[src/rtl/matmul_cmd_ctrl.sv]
// Command controller for the 5x5 int8 matrix multiplier: holds operands A/B and
// result R, sequences one multiplier op per compute command and returns exactly
// one response per accepted command.
module matmul_cmd_ctrl #(
  parameter int unsigned TIMEOUT_CYCLES = 64,
  parameter int unsigned FLUSH_CYCLES   = 32
) (
  input  logic         clk,
  input  logic         rst_n,
  input  logic         cmd_valid,
  output logic         cmd_ready,
  input  logic [2:0]   cmd_op,
  input  logic [199:0] cmd_data,
  output logic         rsp_valid,
  input  logic         rsp_ready,
  output logic [199:0] rsp_data,
  output logic         rsp_ovf,
  output logic         rsp_err,
  output logic         mul_start,
  output logic [199:0] mul_a,
  output logic [199:0] mul_b,
  input  logic [199:0] mul_result,
  input  logic         mul_done,
  input  logic         mul_overflow,
  output logic         busy,
  output logic         ovf_sticky
);

  localparam int unsigned CNT_MAX = (TIMEOUT_CYCLES > FLUSH_CYCLES) ? TIMEOUT_CYCLES : FLUSH_CYCLES;
  localparam int unsigned TW      = $clog2(CNT_MAX + 1);

  typedef enum logic [2:0] {
    S_FLUSH,
    S_IDLE,
    S_ISSUE,
    S_WAIT,
    S_RESP
  } state_e;

  typedef enum logic [2:0] {
    OP_NOP    = 3'd0,
    OP_LOAD_A = 3'd1,
    OP_LOAD_B = 3'd2,
    OP_MUL    = 3'd3,
    OP_SQR    = 3'd4,
    OP_READ_R = 3'd5,
    OP_CLR    = 3'd6,
    OP_BAD    = 3'd7
  } op_e;

  state_e         state_q, state_d;
  logic [199:0]   a_q, a_d;
  logic [199:0]   b_q, b_d;
  logic [199:0]   r_q, r_d;
  logic           r_ovf_q, r_ovf_d;
  logic [TW-1:0]  timer_q, timer_d;
  logic           ovf_sticky_q, ovf_sticky_d;
  logic           sel_sqr_q, sel_sqr_d;
  logic [199:0]   rsp_data_q, rsp_data_d;
  logic           rsp_ovf_q, rsp_ovf_d;
  logic           rsp_err_q, rsp_err_d;
  op_e            op;

  assign op = op_e'(cmd_op);

  // Handshake and strobe outputs are pure state decodes, so an async reset
  // into FLUSH clears them immediately.
  assign cmd_ready  = (state_q == S_IDLE);
  assign rsp_valid  = (state_q == S_RESP);
  assign mul_start  = (state_q == S_ISSUE);
  assign busy       = (state_q != S_IDLE);
  assign mul_a      = a_q;
  assign mul_b      = sel_sqr_q ? a_q : b_q;
  assign rsp_data   = rsp_data_q;
  assign rsp_ovf    = rsp_ovf_q;
  assign rsp_err    = rsp_err_q;
  assign ovf_sticky = ovf_sticky_q;

  // Next-state, register updates and response capture.
  always_comb begin
    state_d      = state_q;
    a_d          = a_q;
    b_d          = b_q;
    r_d          = r_q;
    r_ovf_d      = r_ovf_q;
    timer_d      = timer_q;
    ovf_sticky_d = ovf_sticky_q;
    sel_sqr_d    = sel_sqr_q;
    rsp_data_d   = rsp_data_q;
    rsp_ovf_d    = rsp_ovf_q;
    rsp_err_d    = rsp_err_q;
    case (state_q)
      S_FLUSH: begin
        // Quiet period lets a multiplier op started before reset drain out.
        if (timer_q == TW'(FLUSH_CYCLES - 1)) begin
          state_d = S_IDLE;
          timer_d = '0;
        end else begin
          timer_d = timer_q + 1'b1;
        end
      end
      S_IDLE: begin
        if (cmd_valid) begin
          state_d    = S_RESP;
          rsp_data_d = '0;
          rsp_ovf_d  = 1'b0;
          rsp_err_d  = 1'b0;
          case (op)
            OP_NOP:    ;
            OP_LOAD_A: a_d = cmd_data;
            OP_LOAD_B: b_d = cmd_data;
            OP_MUL: begin
              sel_sqr_d = 1'b0;
              state_d   = S_ISSUE;
            end
            OP_SQR: begin
              sel_sqr_d = 1'b1;
              state_d   = S_ISSUE;
            end
            OP_READ_R: begin
              rsp_data_d = r_q;
              rsp_ovf_d  = r_ovf_q;
            end
            OP_CLR: begin
              ovf_sticky_d = 1'b0;
              r_ovf_d      = 1'b0;
            end
            default:   rsp_err_d = 1'b1;
          endcase
        end
      end
      S_ISSUE: begin
        timer_d = '0;
        state_d = S_WAIT;
      end
      S_WAIT: begin
        // Done is checked before the timeout so a coincident done still wins.
        if (mul_done) begin
          r_d          = mul_result;
          r_ovf_d      = mul_overflow;
          ovf_sticky_d = ovf_sticky_q | mul_overflow;
          rsp_data_d   = mul_result;
          rsp_ovf_d    = mul_overflow;
          rsp_err_d    = 1'b0;
          state_d      = S_RESP;
        end else if (timer_q == TW'(TIMEOUT_CYCLES - 1)) begin
          rsp_data_d = '0;
          rsp_ovf_d  = 1'b0;
          rsp_err_d  = 1'b1;
          state_d    = S_RESP;
        end else begin
          timer_d = timer_q + 1'b1;
        end
      end
      S_RESP: begin
        if (rsp_ready) begin
          state_d    = S_IDLE;
          rsp_data_d = '0;
          rsp_ovf_d  = 1'b0;
          rsp_err_d  = 1'b0;
        end
      end
      default: state_d = S_FLUSH;
    endcase
  end

  // State and datapath registers with asynchronous clear.
  always_ff @(posedge clk or negedge rst_n) begin
    if (!rst_n) begin
      state_q      <= S_FLUSH;
      a_q          <= '0;
      b_q          <= '0;
      r_q          <= '0;
      r_ovf_q      <= 1'b0;
      timer_q      <= '0;
      ovf_sticky_q <= 1'b0;
      sel_sqr_q    <= 1'b0;
      rsp_data_q   <= '0;
      rsp_ovf_q    <= 1'b0;
      rsp_err_q    <= 1'b0;
    end else begin
      state_q      <= state_d;
      a_q          <= a_d;
      b_q          <= b_d;
      r_q          <= r_d;
      r_ovf_q      <= r_ovf_d;
      timer_q      <= timer_d;
      ovf_sticky_q <= ovf_sticky_d;
      sel_sqr_q    <= sel_sqr_d;
      rsp_data_q   <= rsp_data_d;
      rsp_ovf_q    <= rsp_ovf_d;
      rsp_err_q    <= rsp_err_d;
    end
  end

endmodule

[config.mk]
export PLATFORM = sky130hd
export DESIGN_NAME = matmul_cmd_ctrl
export DESIGN_NICKNAME = d
export VERILOG_FILES = /design/src/rtl/matmul_cmd_ctrl.sv
export SDC_FILE = /design/constraint.sdc
export NUM_CORES = 1
export LEC_CHECK = 0
export ABC_AREA = 1
export ABC_CLOCK_PERIOD_IN_PS = 1600
export BUFFER_PORTS_ARGS = -buffer_cell sky130_fd_sc_hd__buf_2
export CAP_MARGIN = 15
export CELL_PAD_IN_SITES_DETAIL_PLACEMENT = 0
export CELL_PAD_IN_SITES_GLOBAL_PLACEMENT = 1
export CORE_AREA = 8 8 389 391
export CTS_BUF_LIST = sky130_fd_sc_hd__clkbuf_16
export DETAILED_ROUTE_END_ITERATION = 12
export DIE_AREA = 0 0 397 399
export GPL_TIMING_DRIVEN = 0
export PLACE_DENSITY_LB_ADDON = 0.1
export SLEW_MARGIN = 10
export SYNTH_ARGS = -nofsm -noshare
export SYNTH_HDL_FRONTEND = slang
export SYNTH_SLANG_ARGS = --single-unit
[constraint.sdc]
create_clock -name clk -period 1.6 [get_ports clk]
set_clock_uncertainty 0.1 [all_clocks]
set_input_delay 0.16 -clock clk [delete_from_list [all_inputs] [get_ports clk]]
set_output_delay 0.16 -clock clk [all_outputs]
set_load 0.02 [all_outputs]
# Word level (Yosys, flattened, before mapping)
# Cells that the tools add are included.
# totals
ff_bits	815
out_inout_bits	607
wordCells	86
input_bits	409
# op_classes
n_reduce_logical	16
bitwise	1
n_mux	36
addsub	1
n_eq_ne	21
# op_table
op	n
$mux W200	6
$pmux W200 S3	1
$mux W7	3
$pmux W7 S3	1
$mux W3	6
$pmux W3 S5	1
$mux W1	13
$eq A3 B2 Y1 const B	4
$eq A3 B3 Y1 const B	4
$reduce_and A3 Y1	4
$reduce_and A4 Y1	3
$ne A2 B2 Y1 const B	5
$add A7 B1 Y7 const B	1
$eq A7 B5 Y1 const B	1
$eq A7 B6 Y1 const B	1
$reduce_or A7 Y1	1
$eq A3 B1 Y1 const B	2
$logic_not A3 Y1	2
$pmux W1 S2	3
$pmux W1 S3	2
$reduce_bool A3 Y1	2
$ne A2 B1 Y1 const B	2
$reduce_bool A2 Y1	2
$ne A3 B1 Y1 const B	1
other kinds (4)	4

# Depth between registers and ports, before layout
# logic_depth
depth_word	5
ltp_mapped	10
ltp_nobuf	8

# Least setup slack after synthesis
# OpenSTA, ideal clock, no wires.
# synth_path
kind	reg2reg
start	register state_q[2]
end	register a_q[10], in the netlist mul_a[10]
path_slack_ns	-0.155
path_stages_with_launch	10
required_ns	1.370
setup_ns	0.130
synth_period_minus_slack_ns	1.755
t_arrival_ns	1.525
path_buffers	3
path_cell_list	dfrtp_1 -> buf_4 -> inv_2 -> nand3_2 -> nor2_4 -> nand4_4 -> buf_2 -> buf_2 -> nand2_1 -> o21ai_0
# synth_between
elab_chain_len	2
# synth_rtl
element	line_no	text
start: declaration	51	state_e state_q, state_d;
start signal: assignment	182	state_q <= state_d;
$eq A3 B1 Y1	92	case (state_q)
$reduce_and A3 Y1 (no line)	n/a	
end signal: assignment	171	a_q <= '0;
end signal: assignment	183	a_q <= a_d;
end: declaration	52	logic [199:0] a_q, a_d;
# Every way passes these cells.
# A chain may end at the register's enable or synchronous reset.

# Worst setup path in the final report
# layout_path
start	register sel_sqr_q
end	output port mul_b[136]
# layout_between
elab_chain_len	1
# layout_rtl
element	line_no	text
start: declaration	58	logic sel_sqr_q, sel_sqr_d;
start signal: assignment	189	sel_sqr_q <= sel_sqr_d;
$mux W200	73	assign mul_b = sel_sqr_q ? a_q : b_q;
end: declaration	21	output logic [199:0] mul_b,
# Every way passes these cells.

==> summary.md <==
| Metric | Value |
|---|---|
| Outcome | complete, but fails checks |
| Violated checks | negative hold slack, negative setup slack |
| Crit-path cells | buf_12 > clkinv_16 > clkbuf_16 > clkbuf_16 > nand2_1 > nand2_1 > buf_6 |
| Mapped cell area | 36400 um2 |
| Global Route Usage Sum | 21.7% |
| Largest net degree at the start of global routing | 134 |
| CP endpoint kind | output port |
| Tot Pwr | 0.121 W |
| Post-layout util | 39.5% |
| Worst hold slack | -791 ps |
| First-pass GRT wire length | 260 mm |
| Crit Reg-Reg Endpoint | rsp_data[52]$_DFFE_PN0P_ |
| Core ar. | 145000 um2 |
| Vias in the first global route | 37.5k |
| Slew @ Worst Pin | 639 ps |
| #FFs+latches synth | 815 |
| Leakage | 31.5 nW |
| Clock root cell | clkbuf_16 |
| Filler cell count | 15.1k |
| Final setup vio count | 1164 |
| Crit path time final | 2270 ps |
| Die height | 399 um |
| CTS Buf Count | 103 |
| CTS Buffer Depth | 3 |
| Sequential area share after synthesis | 56.1% |
| RSZ-0062 raised after global routing | yes |
| Post-route setup slack | -674 ps |
| Syn_area_per_cell | 7.84 um2 |
| Reg2Reg Depth | 15 |
| DRT Pass-1 Iters | 5 |
| Iteration-0 DRC Markers | 2064 |
| Clock transition at path regs | 60 ps |
| Clk pwr share | 18.6% |
| Worst Hold Class | input pin to async pin |
| Most common cell after layout, fill and taps aside | nand2_1 |
| CTS tree | yes |
| PD cells | 2110 nW/um2 |
| Crit Path Category | register to output port |
| Req. time, crit path | 1340 ps |
| Port bufs | 1015 |
| Die area | 158000 um2 |
| Worst relative slew slack | 57.4% |
| Max incr delay on CP | 420 ps |
| Slew Viols, Final | 0 |
| Clock Sinks | 815 |
| RD Place Congestion | 0.830 |
| Vias | 36.2k |
| Drt via density | 4.35 |
| Post-DRT Antenna Nets | 0 |
| Setup crit start kind | register |
| Arrival time worst endpoint | 2010 ps |
| Final Hold Viols | 164 |
| CP max-delay cell | dfrtp_2 |
| Worst Path Max Fanout | 10 |
| Worst IR Drop VDD | 1.01 mV |
| Drt total wl | 179 mm |
| Yosys synthesis warning count | 0 |
| Die width | 397 um |
| Max_cap viols | 0 |
| HPWL after detailed placement | 131 mm |
| Share of cells above drive strength 1 | 29.0% |
| Drt wl/cell | 21.6 um |
| Skew-Pair Late Insertion Delay | 700 ps |
| Most frequent cells in the layout | nand2_1 (1768), buf_2 (882), dfrtp_1 (812) |
| Power share of the combinational group | 51.5% |
| NetSw | 0.0532 W |
| Seq pwr share | 29.9% |
| Nets | 6689 |
| Int Pwr | 0.0676 W |
| Max Clock Freq | 440 MHz |
| IO Count | 1016 |
| # DRC | 0 |
| Period utilisation layout | 142% |
| Std cell rows | 140 |
| Initial Utilization | 25.1% |
| FF-to-FF Start | state_q[2]$_DFFE_PN0P_ |
| Synth unique cells | 27 |
| R2R setup slack | -550 ps |
| H-tree depth | 3 |
| Post-Synthesis Cells | 4638 |
| Grt ovf | 0 |
| Initial antenna violation count | 43 |
| Switching Fraction | 44.0% |
| Area grow syn2layout | 57.1% |
| Syn Nets | 5048 |
## critical path: cells and delay by family, from the launching register on
kind                   cells  cell delay (ps)
buffers and inverters      5              740
flip-flops                 1              420
AND/OR/NAND/NOR            2              130
## flip-flops by register name, indices dropped and copies added (netlist names)
name        flops
ovf_sticky      1
timer_q         7
sel_sqr_q       1
state_q         3
r_ovf_q         1
rsp_ovf         1
rsp_data      200
mul_a         200
rsp_err         1
r_q           200
b_q           200
## logic make-up (layout without fill, tap and decap cells)
kind of cell	Yosys count	in the layout	synth area share [%]
buffers and inverters	706	2431	8.56
adders and majority gates	1	1	0.0344
other	0	33	0
AOI/OAI and AO/OA	612	612	8.43
and+or+nand+nor	2501	2501	26.8
xor gates and xnor gates	3	3	0.0723
DFF	815	815	56.1
## worst max-delay path by stage
stage,depth (start not counted),from,slack (ps),endpoint
5_1_grt,7,sel_sqr_q$_DFFE_PN0P_,-760,mul_b[97]
2_1_floorplan,9,state_q[2]$_DFFE_PN0P_,-60,mul_a[144]$_DFFE_PN0P_
4_1_cts,7,sel_sqr_q$_DFFE_PN0P_,-790,mul_b[3]
3_3_place_gp,1,rst_n,-19650,b_q[55]$_DFFE_PN0P_
3_5_place_dp,6,sel_sqr_q$_DFFE_PN0P_,-1470,mul_b[97]
6_report,7,sel_sqr_q$_DFFE_PN0P_,-670,mul_b[136]
## what timing repair did
action | 4_1_cts | 5_1_grt
hold buffers | 407 | 6
pin swaps | 72 | 35
gates cloned | 36 | 9
hold endpoints to repair | 1051 | 236
resized for setup | 864 | 285
setup endpoints to repair | 1419 | 1484
setup buffers | 52 | 4
## power by group through the flow
stage	sequential (W)	combinational, W	clock [W]
finish	0.0361	0.0622	0.0225
global route	0.0373	0.0670	0.0240
CTS	0.0358	0.0608	0.0233
detailed placement	0.0358	0.0480	0
global placement	0.0357	0.0479	0
floorplan	0.0402	0.0219	0
## layout make-up
cell class	instances	area [um2]	share of cell area (%)
diodes	33	82.6	0.144
plain buffers	287	2880	5.04
clock buffers	106	2650	4.64
clock inverters	83	539	0.944
inverters	419	1620	2.83
multi-input cells	3117	14200	24.8
flip-flops and latches	815	20400	35.7
well taps	1917	2400	4.20
repair buffers	1536	12400	21.7
## layer usage
| metal | wire length, um | track usage [%] | share of wire (%) | up-vias |
|---|---|---|---|---|
| met5 | 85 | 0 | 0.047 | - |
| met4 | 6040 | 6.96 | 3.4 | 16 |
| met3 | 11700 | 5.55 | 6.5 | 269 |
| met2 | 88400 | 38.1 | 49 | 960 |
| met1 | 73000 | 26.0 | 41 | 17280 |
| li1 | - | - | - | 17629 |
## through the flow
step	hold slack, ps	instances	setup TNS (ps)	setup slack, ps	cell area (um2)
after floorplan	-236	4638	-13630	-61.9	36700
after global placement	294	7570	-	-19650	44200
after detailed placement	-35.8	7577	-1026770	-1470	44400
after CTS	-829	8261	-586720	-787	55900
after global routing	-786	8298	-604940	-755	57100
final	-791	8313	-435330	-674	57200
## synth_stat cells
master / count / area (um2)
a21oi_1: 1 / 5.00
buf_1: 4 / 15.0
buf_2: 135 / 676
buf_4: 10 / 75.1
buf_6: 31 / 349
clkbuf_1: 87 / 327
clkbuf_2: 20 / 100
dfrtp_1: 815 / 20400
ha_1: 1 / 12.5
inv_1: 416 / 1560
inv_2: 3 / 11.3
nand2_1: 2054 / 7710
nand2_2: 1 / 6.26
nand3_1: 214 / 1070
nand3_2: 4 / 40.0
nand3b_1: 1 / 7.51
nand4_4: 2 / 42.5
nor2_1: 217 / 815
nor2_2: 3 / 18.8
nor2_4: 3 / 33.8
nor3_1: 1 / 5.00
nor3b_1: 1 / 7.51
o21ai_0: 463 / 2320
o21ai_1: 147 / 736
o21ai_2: 1 / 8.76
xnor2_1: 1 / 8.76
xor2_1: 2 / 17.5
(Power assumes the default switching activity.)
